**src/rtl/l2_output_encoder.sv**
```systemverilog
// Outbound L2 coherence message encoder: buffers request and response messages
// in two independent first-word-fall-through FIFOs and drives them toward the NoC.

module l2_oe_fifo #(
  parameter int W     = 8,
  parameter int DEPTH = 4
) (
  input  logic         clk,
  input  logic         rst,
  input  logic         i_push,
  input  logic [W-1:0] i_data,
  input  logic         i_ready,
  output logic         o_valid,
  output logic [W-1:0] o_data,
  output logic         o_full,
  output logic         o_afull,
  output logic         o_drop
);
  localparam int PW = $clog2(DEPTH);
  localparam int CW = PW + 1;

  logic [W-1:0]  r_mem [DEPTH];
  logic [PW-1:0] r_rd_ptr;
  logic [PW-1:0] r_wr_ptr;
  logic [CW-1:0] r_count;
  logic          w_pop;
  logic          w_wr;

  assign o_valid = (r_count != '0);
  assign o_full  = (r_count == CW'(DEPTH));
  assign o_afull = (r_count >= CW'(DEPTH - 1));
  assign w_pop   = o_valid && i_ready;
  // A pop in the same cycle frees the slot, so a push into a full FIFO is still taken.
  assign w_wr    = i_push && (!o_full || w_pop);
  assign o_drop  = i_push && o_full && !w_pop;

  always_ff @(posedge clk or posedge rst) begin
    if (rst) begin
      r_rd_ptr <= '0;
      r_wr_ptr <= '0;
      r_count  <= '0;
    end else begin
      if (w_wr)  r_wr_ptr <= r_wr_ptr + 1'b1;
      if (w_pop) r_rd_ptr <= r_rd_ptr + 1'b1;
      case ({w_wr, w_pop})
        2'b10:   r_count <= r_count + 1'b1;
        2'b01:   r_count <= r_count - 1'b1;
        default: r_count <= r_count;
      endcase
    end
  end

  // NOTE: storage is deliberately not reset; the count alone defines which entries are live.
  always_ff @(posedge clk) begin
    if (w_wr) r_mem[r_wr_ptr] <= i_data;
  end

  assign o_data = o_valid ? r_mem[r_rd_ptr] : '0;
endmodule

module l2_output_encoder #(
  parameter int LINE_ADDR_BITS = 28,
  parameter int LINE_BITS      = 128,
  parameter int WORD_MASK_BITS = 2,
  parameter int COH_MSG_BITS   = 5,
  parameter int REQ_ID_BITS    = 4,
  parameter int DEPTH          = 4
) (
  input  logic                      clk,
  input  logic                      rst,
  input  logic                      req_push,
  input  logic [COH_MSG_BITS-1:0]   req_coh_msg,
  input  logic                      req_hprot,
  input  logic [LINE_ADDR_BITS-1:0] req_addr,
  input  logic [LINE_BITS-1:0]      req_line,
  input  logic [WORD_MASK_BITS-1:0] req_word_mask,
  output logic                      req_full,
  output logic                      req_afull,
  output logic                      l2_req_out_valid,
  input  logic                      l2_req_out_ready,
  output logic [COH_MSG_BITS-1:0]   l2_req_out_coh_msg,
  output logic                      l2_req_out_hprot,
  output logic [LINE_ADDR_BITS-1:0] l2_req_out_addr,
  output logic [LINE_BITS-1:0]      l2_req_out_line,
  output logic [WORD_MASK_BITS-1:0] l2_req_out_word_mask,
  input  logic                      rsp_push,
  input  logic [COH_MSG_BITS-1:0]   rsp_coh_msg,
  input  logic [REQ_ID_BITS-1:0]    rsp_req_id,
  input  logic                      rsp_to_req,
  input  logic [LINE_ADDR_BITS-1:0] rsp_addr,
  input  logic [LINE_BITS-1:0]      rsp_line,
  input  logic [WORD_MASK_BITS-1:0] rsp_word_mask,
  output logic                      rsp_full,
  output logic                      rsp_afull,
  output logic                      l2_rsp_out_valid,
  input  logic                      l2_rsp_out_ready,
  output logic [COH_MSG_BITS-1:0]   l2_rsp_out_coh_msg,
  output logic [REQ_ID_BITS-1:0]    l2_rsp_out_req_id,
  output logic                      l2_rsp_out_to_req,
  output logic [LINE_ADDR_BITS-1:0] l2_rsp_out_addr,
  output logic [LINE_BITS-1:0]      l2_rsp_out_line,
  output logic [WORD_MASK_BITS-1:0] l2_rsp_out_word_mask,
  output logic                      idle,
  output logic                      overflow
);
  localparam int REQ_W = COH_MSG_BITS + 1 + LINE_ADDR_BITS + LINE_BITS + WORD_MASK_BITS;
  localparam int RSP_W = COH_MSG_BITS + REQ_ID_BITS + 1 + LINE_ADDR_BITS + LINE_BITS + WORD_MASK_BITS;

  logic [REQ_W-1:0] w_req_in;
  logic [REQ_W-1:0] w_req_head;
  logic [RSP_W-1:0] w_rsp_in;
  logic [RSP_W-1:0] w_rsp_head;
  logic             w_req_drop;
  logic             w_rsp_drop;
  logic             r_overflow;

  assign w_req_in = {req_coh_msg, req_hprot, req_addr, req_line, req_word_mask};
  assign w_rsp_in = {rsp_coh_msg, rsp_req_id, rsp_to_req, rsp_addr, rsp_line, rsp_word_mask};

  l2_oe_fifo #(.W(REQ_W), .DEPTH(DEPTH)) u_req_fifo (
    .clk     (clk),
    .rst     (rst),
    .i_push  (req_push),
    .i_data  (w_req_in),
    .i_ready (l2_req_out_ready),
    .o_valid (l2_req_out_valid),
    .o_data  (w_req_head),
    .o_full  (req_full),
    .o_afull (req_afull),
    .o_drop  (w_req_drop)
  );

  l2_oe_fifo #(.W(RSP_W), .DEPTH(DEPTH)) u_rsp_fifo (
    .clk     (clk),
    .rst     (rst),
    .i_push  (rsp_push),
    .i_data  (w_rsp_in),
    .i_ready (l2_rsp_out_ready),
    .o_valid (l2_rsp_out_valid),
    .o_data  (w_rsp_head),
    .o_full  (rsp_full),
    .o_afull (rsp_afull),
    .o_drop  (w_rsp_drop)
  );

  assign {l2_req_out_coh_msg, l2_req_out_hprot, l2_req_out_addr,
          l2_req_out_line, l2_req_out_word_mask} = w_req_head;
  assign {l2_rsp_out_coh_msg, l2_rsp_out_req_id, l2_rsp_out_to_req, l2_rsp_out_addr,
          l2_rsp_out_line, l2_rsp_out_word_mask} = w_rsp_head;

  assign idle = !l2_req_out_valid && !l2_rsp_out_valid;

  always_ff @(posedge clk or posedge rst) begin
    if (rst)                          r_overflow <= 1'b0;
    else if (w_req_drop || w_rsp_drop) r_overflow <= 1'b1;
  end

  assign overflow = r_overflow;
endmodule

```
**config.mk**
```make
export PLATFORM = sky130hd
export DESIGN_NAME = l2_output_encoder
export DESIGN_NICKNAME = d
export VERILOG_FILES = /design/src/rtl/l2_output_encoder.sv
export SDC_FILE = /design/constraint.sdc
export NUM_CORES = 1
export LEC_CHECK = 0
export CORE_ASPECT_RATIO = 1.4
export CORE_MARGIN = 4
export CORE_UTILIZATION = 45
export CTS_CLUSTER_SIZE = 12
export DETAILED_ROUTE_END_ITERATION = 16
export PLACE_DENSITY = 0.67
export SLEW_MARGIN = 25
export SYNTH_ARGS = -nofsm -noshare
export SYNTH_HDL_FRONTEND = slang
export SYNTH_SLANG_ARGS = --single-unit
```
**constraint.sdc**
```tcl
create_clock -name clk -period 6.59 [get_ports clk]
set_clock_uncertainty 0.15 [all_clocks]
set_input_delay 1.6475 -clock clk [delete_from_list [all_inputs] [get_ports clk]]
set_output_delay 1.6475 -clock clk [all_outputs]
set_load 0.005 [all_outputs]
```
==> flow_summary.yaml <==
clock_network:
  postCtsResizedCells: 0
  cts_sinks: 1343
  clk_path_buf_depth: 3
  cts_buffers: 135
  cts_setup_buffers: 0
  cts_tree: "built"
  ctsHoldBuffers: 0
  worst_skew_pair.late_latency_ns: 0.72
  path_clk_slew_ns: 0.06
  htreeDepth: 4
  cts_root_buf: "clkbuf_16"
min_path:
  hold_class: "register to register"
  worstHoldPathCells: 1
power:
  p_per_area_nw_per_um2: 464
  p_leak_nw: 20.4
  peakVddDrop_mv: 0.306
timing:
  finalHoldViolations: 0
  hold_ws_ns: 0.353
  final-setup-viol-count: 0
  tightest_slew_ns: 0.932
  fin_crit_sh_pct: 79.2
  final_max_slew_viol_count: 0
  max_freq_ghz: 0.192
  max_slew_margin_pct: 37.9
  min_period_ns: 5.22
  setup_tns_ns: 0
  rsz0062_at_grt: "no"
detailed_routing:
  vias_per_cell: 5.44
  antenna_left: 0
  remaining_drc_errors: 0
  wire_per_inst_um: 26.3
  dr_total_vias: 24501
  wl_um: 119000
  drtIter0Drc: 1840
  drt_pass1_iterations: 4
die:
  initial_core_util_pct: 45.3
  die_w_um: 293
  placeableCoreArea_um2: 113000
  die-area_um2: 119000
  rows: 146
  die_h_um: 407
  ios: 678
synth:
  synth_area_per_cell_um2: 23.2
  synth_fp_nets: 2550
  netlist_area_um2: 51100
  ys_types: 37
  ys_ff_latch: 1343
  synthFlopType: "edfxtp_1"
  yosysWarnings: 0
  yosysSeqAreaShare_pct: 78.8
  synthArstFlopShare_pct: 1.12
  syn_inst: 2201
  synth-edff-count: 1328
grt:
  antenna_found_initial: 65
  grt_usage_pct: 19.8
  grt_pass1_vias: 26315
  grt_overflow: 0
  grt_max_degree: 165
  grt_first_pass_wirelength_um: 175000
setup_path:
  worstPathRequired_ns: 4.79
  crit_chain: "buf_12 -> mux4_2 -> and2_1 -> clkdlybuf4s50_1"
  critPathMaxFanout: 54
  r2r_cells: 9
  cpPeakStageDelay_ns: 0.91
  critPathArrivalTime_ns: 3.42
  crit_path_end_kind: "primary output"
  start_kind: "register"
  critPathSlowestCell: "dfrtp_4"
  crit_type: "register to primary output"
placed_design:
  io_buffers: 677
  dp_hpwl_um: 75300
  gp_congestion: 0.807
outcome:
  status: "complete, no violations"
flow_run:
  maxCapViolCount: 0
cells_and_area:
  regArea_um2: 40300
  final_util_pct: 56.4
  fill_cells: 8356
  area_growth_pct: 24.7
  drive_above_1_share_pct: 18.4
  nets: 3291
  multi_input_area_um2: 10100
-- placed cells by master, fill, tap and decap left out, types with 3 or more instances in the layout --
| cell | n |
|---|---|
| edfxtp_1 | 1328 |
| clkdlybuf4s50_1 | 677 |
| and2_1 | 333 |
| mux4_2 | 332 |
| clkbuf_16 | 137 |
| diode_2 | 33 |
| clkbuf_1 | 21 |
| buf_12 | 21 |
| buf_4 | 17 |
| inv_1 | 13 |
| dfrtp_1 | 11 |
| ha_1 | 9 |
| and2_4 | 8 |
| xnor2_1 | 7 |
| clkinv_1 | 6 |
| nor2_1 | 4 |
| xor2_1 | 4 |
| inv_6 | 4 |
| clkinv_8 | 4 |
| buf_16 | 4 |
| dfrtp_4 | 4 |
| inv_16 | 3 |
| clkinvlp_4 | 3 |
| clkbuf_8 | 3 |
-- final timing paths --
kind / from / endpoint / slack [ns]
max: u_rsp_fifo.r_rd_ptr[0] / l2_rsp_out_line[5] / 1.37
min: overflow / overflow / 0.35
max reg2reg: u_rsp_fifo.r_count[0] / u_rsp_fifo.r_count[2] / 3.25
min reg2reg: overflow / overflow / 0.35
max in group asynchronous: rst / u_req_fifo.r_rd_ptr[1] / 4.45
min in group asynchronous: rst / u_rsp_fifo.r_wr_ptr[0] / 1.25
-- state kept, by name (all words and copies together) (netlist names) --
name and flops:
u_rsp_fifo.r_mem 672, u_req_fifo.r_wr_ptr 2, u_req_fifo.r_rd_ptr 2, u_rsp_fifo.r_count 3, overflow 1, u_req_fifo.r_mem 656
u_rsp_fifo.r_wr_ptr 2, u_rsp_fifo.r_rd_ptr 2, u_req_fifo.r_count 3
-- layer usage --
| layer | GRT usage (%) | vias to the layer above | share of wire (%) |
|---|---|---|---|
| li1 | - | 10503 | - |
| met1 | 25.1 | 12827 | 39 |
| met2 | 31.0 | 912 | 48 |
| met3 | 9.46 | 205 | 11 |
| met4 | 5.23 | 54 | 2.0 |
| met5 | 0 | - | 0.31 |
-- critical path: cells and delay by family, from the launching register on --
| kind | cells | cell delay [ns] |
|---|---|---|
| simple gates | 1 | 0.17 |
| mux | 1 | 0.57 |
| buf+inv | 2 | 1.00 |
| flops | 1 | 0.91 |
-- metrics by stage --
step	setup WS (ns)	area, µm²	std cells	total power [W]
2_1_floorplan	0.00493	51100	2201	0.0175
3_3_place_gp	2.04	59600	4280	0.0229
3_5_place_dp	1.92	59600	4281	0.0230
4_1_cts	1.20	63500	4468	0.0300
5_1_grt	1.08	63600	4482	0.0311
6_report	1.37	63700	4505	0.0296
-- final cells by class --
| class | instances | share of cell area, % |
|---|---|---|
| inverters | 13 | 0.0766 |
| flip-flops and latches | 1343 | 63.2 |
| multi-input cells | 730 | 15.9 |
| repair buffers | 719 | 11.7 |
| well taps | 1480 | 2.91 |
| clock inverters | 26 | 0.526 |
| diodes | 33 | 0.130 |
| clock buffers | 161 | 5.57 |
-- synthesized netlist by cell type, drive strengths merged (4+ instances only) --
cell / n / area, µm²
buf: 71 / 523
clkbuf: 44 / 165
mux4: 332 / 7480
ha: 9 / 113
inv: 13 / 48.8
and2: 341 / 2130
edfxtp: 1328 / 39900
xnor2: 7 / 61.3
dfrtp: 15 / 375
nor2: 4 / 15.0
xor2: 4 / 35.0
-- kinds of logic after synthesis --
family | after synthesis | share of synthesized area [%]
compound gates | 12 | 0.174
xor+xnor | 11 | 0.189
fa+ha+maj | 11 | 0.299
buf+inv | 128 | 1.44
flops | 1343 | 78.8
mux | 335 | 14.7
simple gates | 361 | 4.41
-- where the power goes --
part / internal, W / switching (W) / total, W
registers: 0.0113 / 0.000571 / 0.0118
logic: 0.00604 / 0.00478 / 0.0108
clock network: 0.00389 / 0.00302 / 0.00692
Note: power is estimated with default switching activity, not from simulation.
